--- src/rtl/cac_fault_reconfig_ctrl_if.sv ---
// Handshake and fault-map bundle between the TSV test logic, the data source
// and the CAC fault-reconfiguration controller.
interface cac_fault_reconfig_ctrl_if #(
    parameter int N_TSV = 9
);
    logic [N_TSV-1:0] fault_in;
    logic             fault_valid;
    logic             fault_ready;
    logic             clear_faults;
    logic             link_valid;
    logic             link_ready;
    logic             coder_en;
    logic [N_TSV-1:0] f_flag;
    logic [3:0]       fault_count;
    logic             over_limit;
    logic             reconfig_busy;
    logic             reconfig_done;

    modport master (
        output fault_in, fault_valid, clear_faults, link_valid,
        input  fault_ready, link_ready, coder_en, f_flag, fault_count,
               over_limit, reconfig_busy, reconfig_done
    );

    modport slave (
        input  fault_in, fault_valid, clear_faults, link_valid,
        output fault_ready, link_ready, coder_en, f_flag, fault_count,
               over_limit, reconfig_busy, reconfig_done
    );
endinterface

--- src/rtl/cac_fault_reconfig_ctrl.sv ---
// Run-time fault-map sequencer for the local-AFNS CAC TSV link: stalls the
// coder, swaps the f_flag vector feeding both FNS adder banks, waits, resumes.
module cac_fault_reconfig_ctrl #(
    parameter int N_TSV      = 9,
    parameter int N_RED      = 4,
    parameter int DRAIN_CYC  = 1,
    parameter int SETTLE_CYC = 2
) (
    input  logic                     clock,
    input  logic                     rst_n,
    cac_fault_reconfig_ctrl_if.slave bus
);
    localparam int MAX_CYC = (DRAIN_CYC > SETTLE_CYC) ? DRAIN_CYC : SETTLE_CYC;
    localparam int CW      = (MAX_CYC > 1) ? $clog2(MAX_CYC) : 1;

    typedef enum logic [1:0] {
        ST_IDLE   = 2'd0,
        ST_DRAIN  = 2'd1,
        ST_APPLY  = 2'd2,
        ST_SETTLE = 2'd3
    } state_t;

    state_t           state_q, state_d;
    logic [CW-1:0]    cnt_q, cnt_d;
    logic [N_TSV-1:0] pending_q, pending_d;
    logic [N_TSV-1:0] f_flag_q, f_flag_d;
    logic [3:0]       count_q, count_d;
    logic             over_q, over_d;
    logic             done_q, done_d;
    logic [N_TSV-1:0] merged_s;
    logic [3:0]       merged_cnt_s;

    function automatic logic [3:0] popcount(input logic [N_TSV-1:0] v);
        logic [3:0] c;
        c = 4'd0;
        for (int i = 0; i < N_TSV; i++) begin
            c = c + {3'b000, v[i]};
        end
        return c;
    endfunction

    // State, counter and fault-map registers.
    always_ff @(posedge clock or negedge rst_n) begin
        if (!rst_n) begin
            state_q   <= ST_IDLE;
            cnt_q     <= {CW{1'b0}};
            pending_q <= {N_TSV{1'b0}};
            f_flag_q  <= {N_TSV{1'b0}};
            count_q   <= 4'd0;
            over_q    <= 1'b0;
            done_q    <= 1'b0;
        end else begin
            state_q   <= state_d;
            cnt_q     <= cnt_d;
            pending_q <= pending_d;
            f_flag_q  <= f_flag_d;
            count_q   <= count_d;
            over_q    <= over_d;
            done_q    <= done_d;
        end
    end

    // Next-state logic; clear has priority over a report in the same cycle.
    always_comb begin
        state_d      = state_q;
        cnt_d        = cnt_q;
        pending_d    = pending_q;
        f_flag_d     = f_flag_q;
        count_d      = count_q;
        over_d       = over_q;
        done_d       = 1'b0;
        merged_s     = f_flag_q | bus.fault_in;
        merged_cnt_s = popcount(merged_s);
        case (state_q)
            ST_IDLE: begin
                if (bus.clear_faults) begin
                    pending_d = {N_TSV{1'b0}};
                    over_d    = 1'b0;
                    cnt_d     = CW'(DRAIN_CYC - 1);
                    state_d   = ST_DRAIN;
                end else if (bus.fault_valid) begin
                    if (merged_s == f_flag_q) begin
                        state_d = ST_IDLE;
                    end else if (merged_cnt_s > 4'(N_RED)) begin
                        over_d = 1'b1;
                    end else begin
                        pending_d = merged_s;
                        cnt_d     = CW'(DRAIN_CYC - 1);
                        state_d   = ST_DRAIN;
                    end
                end else begin
                    state_d = ST_IDLE;
                end
            end
            ST_DRAIN: begin
                if (cnt_q == {CW{1'b0}}) begin
                    state_d = ST_APPLY;
                end else begin
                    cnt_d = cnt_q - {{(CW-1){1'b0}}, 1'b1};
                end
            end
            ST_APPLY: begin
                f_flag_d = pending_q;
                count_d  = popcount(pending_q);
                cnt_d    = CW'(SETTLE_CYC - 1);
                state_d  = ST_SETTLE;
            end
            ST_SETTLE: begin
                if (cnt_q == {CW{1'b0}}) begin
                    done_d  = 1'b1;
                    state_d = ST_IDLE;
                end else begin
                    cnt_d = cnt_q - {{(CW-1){1'b0}}, 1'b1};
                end
            end
            default: begin
                state_d = ST_IDLE;
            end
        endcase
    end

    // The coder only runs in IDLE, so no word sees a changing map.
    assign bus.link_ready    = (state_q == ST_IDLE);
    assign bus.fault_ready   = (state_q == ST_IDLE) & ~bus.clear_faults;
    assign bus.coder_en      = bus.link_valid & bus.link_ready;
    assign bus.reconfig_busy = (state_q != ST_IDLE);
    assign bus.f_flag        = f_flag_q;
    assign bus.fault_count   = count_q;
    assign bus.over_limit    = over_q;
    assign bus.reconfig_done = done_q;
endmodule
--- src/flat_wrapper.sv ---
// flat-port wrapper written by rule: the top's interface ports become plain ports
module cac_fault_reconfig_ctrl_flat 
#(
    parameter int N_TSV      = 9,
    parameter int N_RED      = 4,
    parameter int DRAIN_CYC  = 1,
    parameter int SETTLE_CYC = 2
)
  (clock, rst_n, bus_fault_in, bus_fault_valid, bus_clear_faults, bus_link_valid, bus_fault_ready, bus_link_ready, bus_coder_en, bus_f_flag, bus_fault_count, bus_over_limit, bus_reconfig_busy, bus_reconfig_done);
  cac_fault_reconfig_ctrl_if #(.N_TSV(N_TSV)) bus_i ();
  input  logic clock;
  input  logic rst_n;
  input wire logic [$bits(bus_i.fault_in)-1:0] bus_fault_in;
  input wire logic [$bits(bus_i.fault_valid)-1:0] bus_fault_valid;
  input wire logic [$bits(bus_i.clear_faults)-1:0] bus_clear_faults;
  input wire logic [$bits(bus_i.link_valid)-1:0] bus_link_valid;
  output wire logic [$bits(bus_i.fault_ready)-1:0] bus_fault_ready;
  output wire logic [$bits(bus_i.link_ready)-1:0] bus_link_ready;
  output wire logic [$bits(bus_i.coder_en)-1:0] bus_coder_en;
  output wire logic [$bits(bus_i.f_flag)-1:0] bus_f_flag;
  output wire logic [$bits(bus_i.fault_count)-1:0] bus_fault_count;
  output wire logic [$bits(bus_i.over_limit)-1:0] bus_over_limit;
  output wire logic [$bits(bus_i.reconfig_busy)-1:0] bus_reconfig_busy;
  output wire logic [$bits(bus_i.reconfig_done)-1:0] bus_reconfig_done;
  assign bus_i.fault_in = bus_fault_in;
  assign bus_i.fault_valid = bus_fault_valid;
  assign bus_i.clear_faults = bus_clear_faults;
  assign bus_i.link_valid = bus_link_valid;
  assign bus_fault_ready = bus_i.fault_ready;
  assign bus_link_ready = bus_i.link_ready;
  assign bus_coder_en = bus_i.coder_en;
  assign bus_f_flag = bus_i.f_flag;
  assign bus_fault_count = bus_i.fault_count;
  assign bus_over_limit = bus_i.over_limit;
  assign bus_reconfig_busy = bus_i.reconfig_busy;
  assign bus_reconfig_done = bus_i.reconfig_done;
  cac_fault_reconfig_ctrl #(.N_TSV(N_TSV), .N_RED(N_RED), .DRAIN_CYC(DRAIN_CYC), .SETTLE_CYC(SETTLE_CYC)) u_core (.clock(clock), .rst_n(rst_n), .bus(bus_i));
endmodule
--- config.mk ---
export PLATFORM = sky130hd
export DESIGN_NAME = cac_fault_reconfig_ctrl_flat
export DESIGN_NICKNAME = d
export VERILOG_FILES = /design/src/rtl/cac_fault_reconfig_ctrl_if.sv /design/src/rtl/cac_fault_reconfig_ctrl.sv /design/src/flat_wrapper.sv
export SDC_FILE = /design/constraint.sdc
export NUM_CORES = 1
export LEC_CHECK = 0
export ABC_CLOCK_PERIOD_IN_PS = 4300
export CAP_MARGIN = 20
export CORE_MARGIN = 5
export CORE_UTILIZATION = 45
export CTS_BUF_LIST = sky130_fd_sc_hd__clkbuf_8
export CTS_CLUSTER_DIAMETER = 120
export DETAILED_ROUTE_END_ITERATION = 6
export GPL_TIMING_DRIVEN = 0
export PLACE_DENSITY = 0.7
export SLEW_MARGIN = 20
export SYNTH_ARGS = -nofsm -noshare
export SYNTH_HDL_FRONTEND = slang
export SYNTH_SLANG_ARGS = --single-unit
--- constraint.sdc ---
create_clock -name clock -period 4.3 [get_ports clock]
set_clock_uncertainty 0.15 [all_clocks]
set_input_delay 0.645 -clock clock [delete_from_list [all_inputs] [get_ports clock]]
set_output_delay 0.645 -clock clock [all_outputs]
set_load 0.03 [all_outputs]
# Word-level counts from Yosys, hierarchy flattened
# Index checks and enable logic that the tools add are counted.
[word_totals] reg_bits=27 output_inout_bits=19
[classes] add_sub_neg=17 order_cmp=1 eq_ne=12 muxes=23 n_bitwise=4 reduce_logical=9
[ops] cell="adder 4 x 1 -> 4 bit" count=14
[ops] cell="two-way mux 9 bit" count=4
[ops] cell="two-way mux 2 bit" count=6
[ops] cell="two-way mux 1 bit" count=11
[ops] cell="== test 9 bit" count=1
[ops] cell="!= test 3 bit (second input constant)" count=3
[ops] cell="OR 9 bit" count=1
[ops] cell="!= test 2 bit (second input constant)" count=4
[ops] cell="one-hot mux 2 bit (4 select lines)" count=1
[ops] cell="AND reduction 4 bit" count=2
[ops] cell="AND reduction 3 bit" count=2
[ops] cell="nonzero test 2 bit" count=3
[ops] cell="!= test 5 bit (second input constant)" count=1
[ops] cell="adder 1 x 1 -> 2 bit" count=2
[ops] cell="== test 2 bit (second input constant)" count=2
[ops] cell="greater-than comparator 4 x 3 -> 1 bit (second input constant)" count=1
[ops] cell="one-hot mux 1 bit (3 select lines)" count=1
[ops] cell="AND 1 bit" count=2
[ops] cell="== test 2 x 1 -> 1 bit (second input constant)" count=1
[ops] cell="zero test 2 bit" count=1
[ops] cell="OR reduction 2 bit" count=1
[ops] cell="NOT 1 bit" count=1
[ops] cell="subtractor 1 bit (second input constant)" count=1

# Longest topological paths before layout
# Gate-level depths: netlist (run 1).
[depth] depth_word=15 depth_mapped=15 depth_no_buf=14

# Worst setup path after synthesis (run 1)
# Ideal clock, no wire load.
[synth_path] kind="input to register" start="input port bus_fault_in[1]" end="register u_core.cnt_q" setup_time_ns=0.128 arrival_time_ns=4.412 slack_ns=-0.390 stages=15 n_path_buf=1 cell_sequence="or2_2 ha_1 fa_1 inv_1 fa_1 inv_1 fa_1 ha_1 fa_1 xor2_1 nor2_1 or3_1 buf_2 o21ai_2 mux2_1"
[synth_between] elab_chain_len=12 word_cells_on_any_way=14 classes_between="8 x add/sub; 1 x order compare; 3 x eq/ne; 1 x bitwise; 1 x reduce/logical"
[synth_rtl] item="from (decl)" line="flat_wrapper.sv:13" text="input wire logic [$bits(bus_i.fault_in)-1:0] bus_fault_in;"
[synth_rtl] item="OR 9 bit *" line="cac_fault_reconfig_ctrl.sv:72" text="merged_s = f_flag_q | bus.fault_in;"
[synth_rtl] item="adder 1 x 1 -> 2 bit" line="cac_fault_reconfig_ctrl.sv:37" text="c = c + {3'b000, v[i]};"
[synth_rtl] item="adder 4 x 1 -> 4 bit (7 in series)" line="cac_fault_reconfig_ctrl.sv:37"
[synth_rtl] item="greater-than comparator 4 x 3 -> 1 bit" line="cac_fault_reconfig_ctrl.sv:84" text="end else if (merged_cnt_s > 4'(N_RED)) begin"
[synth_rtl] item="!= test 3 bit (no source line)"
[synth_rtl] item="AND reduction 3 bit (no source line) *"
[synth_rtl] item="to (signal assigned)" line="cac_fault_reconfig_ctrl.sv:46" text="cnt_q <= {CW{1'b0}};"
[synth_rtl] item="to (signal assigned)" line="cac_fault_reconfig_ctrl.sv:54" text="cnt_q <= cnt_d;"
[synth_rtl] item="to (decl)" line="cac_fault_reconfig_ctrl.sv:24" text="logic [CW-1:0] cnt_q, cnt_d;"
# Mark *: on every way between the ends. The rest lies on a longest branch, timed or not.
# A chain may end at the register's enable or synchronous reset.

# Final worst setup path (run 1)
# Same ends and word-level chain as after synthesis.

==> results of run 1 <==
[metal layers]
metal	share of wire (%)	global-route usage, %	routed length [um]	vias to the layer above
li1	-	-	-	705
met1	44	23.77	2006	739
met2	51	28.78	2313	35
met3	3.6	2.003	164	5
met4	1.2	4.743	53	0
met5	0	0	0	-
[sequential cells by signal, indices dropped and copies added (netlist names)]
| register | flops |
|---|---|
| u_core.bus.fault_count | 4 |
| u_core.bus.reconfig_done | 1 |
| u_core.pending_q | 9 |
| u_core.state_q | 2 |
| u_core.bus.f_flag | 9 |
| u_core.bus.over_limit | 1 |
| u_core.cnt_q | 1 |
[worst reg2reg max path: stages, from the launching register on]
cell and delay [ns]:
dfrtp_1 0.42, or2_4 0.28, ha_4 0.24, fa_1 0.47, inv_1 0.05, fa_1 0.47, inv_1 0.05, fa_1 0.55
ha_4 0.15, fa_2 0.43, nor2_2 0.11, nor2_2 0.06, or3_4 0.39, buf_6 0.14, o21ai_4 0.13, mux2_4 0.31
[repair_timing]
item,4_1_cts,5_1_grt
setup endpoints to repair,13,13
cloned,1,0
gates resized for setup,37,16
buffers inserted,4,3
pin swaps,17,17
[Yosys cell counts, types with 2 or more instances]
| master | instances |
|---|---|
| mux2_2 | 11 |
| fa_1 | 10 |
| or2_2 | 7 |
| mux2i_1 | 2 |
| o21ai_0 | 10 |
| a21oi_1 | 3 |
| inv_1 | 33 |
| mux2_1 | 2 |
| o221ai_1 | 9 |
| dfrtp_1 | 27 |
| nand2_1 | 8 |
| nand2b_1 | 6 |
| ha_1 | 17 |
| a21o_1 | 2 |
| clkbuf_1 | 4 |
| nor3_1 | 2 |
| buf_2 | 3 |
| nor2_1 | 15 |
[cells by family (layout without fill, tap and decap cells)]
logic type                 after synthesis  in the layout
and+or+nand+nor                         41             41
buffers and inverters                   41             85
AOI/OAI and AO/OA                       34             34
adders and majority gates               27             27
DFF                                     27             27
muxes                                   15             15
xor gates and xnor gates                 2              2
[worst min-delay path by stage]
stage	from	endpoint	slack [ns]	cells past startpoint
global route	rst_n	u_core.bus.reconfig_done	0.25	1
finish	rst_n	u_core.bus.reconfig_done	0.21	1
global placement	u_core.cnt_q	u_core.bus.reconfig_done	0.29	1
floorplan	rst_n	u_core.bus.f_flag[0]	0.20	0
CTS	rst_n	u_core.bus.reconfig_done	0.23	1
detailed placement	u_core.cnt_q	u_core.bus.reconfig_done	0.29	1
[layout make-up]
type	instances	area share [%]
inverter	33	4.822
sequential	27	26.30
clock buffer	3	1.607
buffer	8	1.802
timing repair buffer	40	15.25
tap	50	2.435
multi-input combinational	119	47.59
clock inverter	1	0.1948
[through the flow]
stage	setup TNS, ns	utilization (%)	hold slack, ns	setup slack, ns	cells
after floorplan	-1.156	-	0.1994	-0.2634	187
final	-1.624	63.76	0.2106	-0.2060	281
after global routing	-3.185	63.76	0.2535	-0.3160	281
after detailed placement	-9.333	56.93	0.2885	-0.8858	269
after CTS	-1.761	61.12	0.2260	-0.2449	278
after global placement	-8.668	57.05	0.2862	-0.8543	269
==> results_dict.tcl, run 1 <==
set metrics [dict create \
    post_synth_fa_ha_maj_area_fraction_pct 21.85 \
    placement_rows 23 \
    worstSetupStartpointType "input port" \
    synth_top_family_by_area "adder cells" \
    finalMaxSlewViolations 0 \
    post-dp-hpwl_mm 3.334 \
    setup_viol_count_final 11 \
    clock_path_buffers 2 \
    detail-route-antenna-nets 0 \
    boundaryPins 33 \
    max_clock_freq_mhz 221.9 \
    synth_warnings 0 \
    grt_start_max_net_pins 28 \
    relSlewSlack_pct 57.76 \
    layout.filler_cells 335 \
    worst_path_most_repeated_cell "fa_1" \
    effective_utilization_at_floorplan_pct 46.89 \
    ys_dominant_reg_cell "dfrtp_1" \
    placeableCoreArea_um2 4029 \
    most_common_cell_after_layout_fill_and_taps_aside "inv_1" \
    critical-path-top-delay-family "adder cells" \
    detail_route.drc_violations 0 \
    antenna_cells 0 \
    synth.net_count 228 \
    fp.dieW_um 74.80 \
    port_buffers 32 \
    muxShareOfSynthArea_pct 8.808 \
    root_buffer "clkbuf_8" \
    gp_congestion 0.8367 \
    layout-drive-gt1-share_pct 27.27 \
    synth_edf_count 0 \
    latest_clock_arrival_within_the_worst_skew_pair_ns 0.29 \
    post_drt_wl_per_cell_um 16.15 \
    global_route.usage.total_pct 17.23 \
    worstReg2RegEnd "u_core.cnt_q" \
    synth-async-reset-ratio_pct 100.0 \
    timing.setup.critical_path_class "in2reg" \
    grt_pass1_vias 1506 \
    rr_startpoint "u_core.bus.f_flag[1]" \
    cts_tree "yes" \
    syn_inst 187 \
    proportion_of_synthesized_chip_area_in_sequential_cells_pct 35.76 \
    cp_cell_sequence "buf_6 > or2_4 > ha_4 > fa_1 > inv_1 > fa_1 > inv_1 > fa_1 > ha_4 > fa_2 > nor2_2 > nor2_2 > or3_4 > buf_6 > o21ai_4 > mux2_4" \
    worst-endpoint-arrival_ns 4.54 \
    detail_route.vias_per_cell 5.281 \
    reg2regPathDepth 15 \
    die_height_um 74.80 \
    detailroute.via_count 1484 \
    ff_latch_area_um2 675.6 \
    yosys_register_bits 27 \
    grt-ovfl-total 0 \
    final_period_minus_worst_setup_slack_ns 4.506 \
    critical_path.slowest_cell "fa_1" \
    cts_num_sinks 27 \
    hold_buffers 0 \
    finish.net_count 273 \
    timing.final.hold_violations 0 \
    cts.clk_slew.worst_paths_ns 0.10 \
    timing.critical_path.depth 16 \
    failed_checks "negative setup slack" \
    detailed_place.area_um2 2293 \
    tightestPinTransition_ns 0.6336 \
    grt_antenna_before_repair 0 \
    fin_area_um2 2569 \
    cts_inserted_buffers 3 \
    synth_area_leaders "dfrtp_1 (36%), ha_1 (11%), fa_1 (11%)" \
    yosys.area_share.simple_pct 10.40 \
    cp_slowest_stage_delay_ns 0.55 \
    drt_pass1_iterations 4 \
    cp-endpoint "u_core.cnt_q" \
    status "complete, but fails checks" \
    synth.cell_area_um2 1889 \
    r2r_slack_ns -0.20 \
    grt_pass1_wl_mm 7.210 \
    min_setup_slack_post_route_ns -0.2060 \
    multi_input_comb_area_um2 1222 \
    drv.max_cap_violation_count 0 \
    detail_route.iter0.violations 56 \
    layout-area-overhead-vs-synth_pct 35.96 \
    mostFrequentLayoutCells "inv_1 (33), clkdlybuf4s50_1 (27), dfrtp_1 (27), ha_1 (15), nor2_1 (13)" \
    htree_num_levels 1 \
    netlist.top_cell.by_area "dfrtp_1" \
    critPathCaptureType "flip-flop" \
    cp_data_required_time_ns 4.33 \
    finalWirelength_mm 4.538 \
    setup.worst_path.start "bus_fault_in[1]" \
    avgSynthCellArea_um2 10.10 \
    die_area_um2 5594 \
    synth-xor-area-share_pct 0.9272 \
    synth_compound_gate_area_share_pct 13.91 \
    crit_fanout 3 \
    final_min_period_over_clock_period_pct 104.8 \
    yosys.cell_types.count 34 \
    setup_repair_after_global_routing_missed_its_margin "true" \
    synth_top_area_share_pct 35.76 \
    critical_path_buf_inv_count 4 \
    hold_path.class "in2async" \
]
Power of run 1 is not shown: default switching activity piles up to over one toggle a cycle in this logic, so the estimate is an artifact.
==> inputs of run 2 (changes only) <==
Settings changed: CELL_PAD_IN_SITES_DETAIL_PLACEMENT from default to 1, CELL_PAD_IN_SITES_GLOBAL_PLACEMENT from default to 1, CORE_UTILIZATION 45 to 38, PLACE_DENSITY 0.7 to 0.76.
==> run 2 against run 1 <==
Against the previous run:
- the flow still finishes with violations (negative setup slack)
- critical path depth down 1
- flip-flop and latch count unchanged
- design area down 0.34%
- global-route usage down 0.72 points
- sequential share of layout area up 0.090 points
- routed wire length up 7.2%
- worst setup slack better by 0.010 ns
- maximum frequency up 0.23%
- non-clock buffer count unchanged
==> results_dict.tcl, run 2 (same netlist as run 1, synthesis figures left out) <==
set metrics [dict create \
    detailroute.via_count 1476 \
    clock_path_buffers 2 \
    min_setup_slack_post_route_ns -0.1956 \
    antenna_cells 0 \
    gp_congestion 0.8138 \
    setup_viol_count_final 12 \
    rr_startpoint "u_core.bus.f_flag[1]" \
    mostFrequentLayoutCells "inv_1 (32), clkdlybuf4s50_1 (27), dfrtp_1 (27), ha_1 (15), nor2_1 (13)" \
    tns_ns -1.275 \
    root_buffer "clkbuf_8" \
    layout-drive-gt1-share_pct 27.27 \
    hold_buffers 0 \
    critical-path-top-delay-family "adder cells" \
    fp.dieW_um 80.51 \
    placement_rows 25 \
    layout-area-overhead-vs-synth_pct 35.50 \
    cts_num_sinks 27 \
    drv.max_cap_violation_count 0 \
    finish.net_count 273 \
    latest_clock_arrival_within_the_worst_skew_pair_ns 0.28 \
    worstSetupStartpointType "input port" \
    layout.filler_cells 549 \
    crit_fanout 5 \
    finalWirelength_mm 4.863 \
    place_worst_setup_slack_ns -0.9111 \
    max_clock_freq_mhz 222.4 \
    tightestPinTransition_ns 0.6193 \
    placeableCoreArea_um2 4786 \
    critical_path.slowest_cell "fa_1" \
    detail_route.drc_violations 0 \
    cts_tree "yes" \
    cts_inserted_buffers 3 \
    detail_route.iter0.violations 20 \
    die_area_um2 6482 \
    boundaryPins 33 \
    die_height_um 80.51 \
    worstReg2RegEnd "u_core.cnt_q" \
    worst-endpoint-arrival_ns 4.51 \
    grt_antenna_before_repair 0 \
    global_route.usage.total_pct 16.51 \
    grt_start_max_net_pins 28 \
    relSlewSlack_pct 58.71 \
    final_min_period_over_clock_period_pct 104.5 \
    detail_route.vias_per_cell 4.953 \
    grt-ovfl-total 0 \
    status "complete, but fails checks" \
    timing.setup.critical_path_class "in2reg" \
    finalMaxSlewViolations 0 \
    cp_cell_sequence "buf_6 > or2_4 > ha_4 > fa_1 > inv_1 > fa_1 > inv_2 > fa_1 > ha_2 > fa_2 > nor2_2 > nor2_2 > or3_4 > o21ai_4 > mux2_4" \
    r2r_slack_ns -0.18 \
    effective_utilization_at_floorplan_pct 39.48 \
    htree_num_levels 1 \
    failed_checks "negative setup slack" \
    timing.final.hold_violations 0 \
    most_common_cell_after_layout_fill_and_taps_aside "inv_1" \
    cp_data_required_time_ns 4.31 \
    cts.clk_slew.worst_paths_ns 0.10 \
    critPathCaptureType "flip-flop" \
    post_drt_wl_per_cell_um 16.32 \
    setup_repair_after_global_routing_missed_its_margin "true" \
    cp_slowest_stage_delay_ns 0.51 \
    critical_path_buf_inv_count 3 \
    grt_pass1_wl_mm 8.162 \
    reg2regPathDepth 14 \
    hold_path.class "in2async" \
    port_buffers 32 \
    detail-route-antenna-nets 0 \
    grt_pass1_vias 1714 \
    post-dp-hpwl_mm 3.839 \
    worst_path_most_repeated_cell "fa_1" \
    final_period_minus_worst_setup_slack_ns 4.496 \
    drt_pass1_iterations 4 \
]
## run 2: cell counts in the layout (fill, tap and decap cells not counted)
Identical to the previous run, type by type.
## run 2: how the worst max path moves through the flow
| stage | end | cells past startpoint | slack (ns) | start |
|---|---|---|---|---|
| 3_3_place_gp | u_core.cnt_q | 16 | -0.87 | bus_fault_in[1] |
| 5_1_grt | u_core.cnt_q | 14 | -0.27 | u_core.bus.f_flag[1] |
| 4_1_cts | u_core.cnt_q | 16 | -0.27 | bus_fault_in[0] |
| 2_1_floorplan | u_core.cnt_q | 15 | -0.26 | bus_fault_in[1] |
| 6_report | u_core.cnt_q | 15 | -0.20 | bus_fault_in[1] |
| 3_5_place_dp | u_core.cnt_q | 16 | -0.91 | bus_fault_in[1] |
## run 2: timing repair
action	CTS	global route
endpoints found under the setup margin	13	13
gates cloned	0	0
pin swaps	16	15
buffers inserted	6	3
gates resized for setup	39	10
## run 2: stage by stage
stage	cell area (um2)	util [%]	instances	hold slack, ns
floorplan	1916	-	187	0.1994
global placement	2320	48.47	286	0.2897
detailed placement	2315	48.37	286	0.3015
CTS	2496	52.16	296	0.2482
global route	2560	53.49	298	0.2684
finish	2560	53.49	298	0.2211
## run 2: cell type report
| class | instances | area (um2) | area share, % |
|---|---|---|---|
| Clock inverter | 1 | 5.005 | 0.1955 |
| Timing Repair Buffer | 41 | 399.1 | 15.59 |
| Sequential cell | 27 | 675.6 | 26.39 |
| Clock buffer | 3 | 41.29 | 1.613 |
| Tap cell | 67 | 83.83 | 3.275 |
| Buffer | 7 | 35.03 | 1.369 |
| Multi-Input combinational cell | 119 | 1196 | 46.73 |
| Inverter | 33 | 123.9 | 4.839 |
## run 2: routing by layer
metal | GRT usage (%) | vias to the layer above | part of all wire [%]
met2 | 31.04 | 22 | 55
met5 | 0 | - | 0
met1 | 19.48 | 747 | 43
met4 | 3.209 | 0 | 0.43
met3 | 2.915 | 2 | 2.1
li1 | - | 705 | -
Power of run 2 is left out for the same reason.
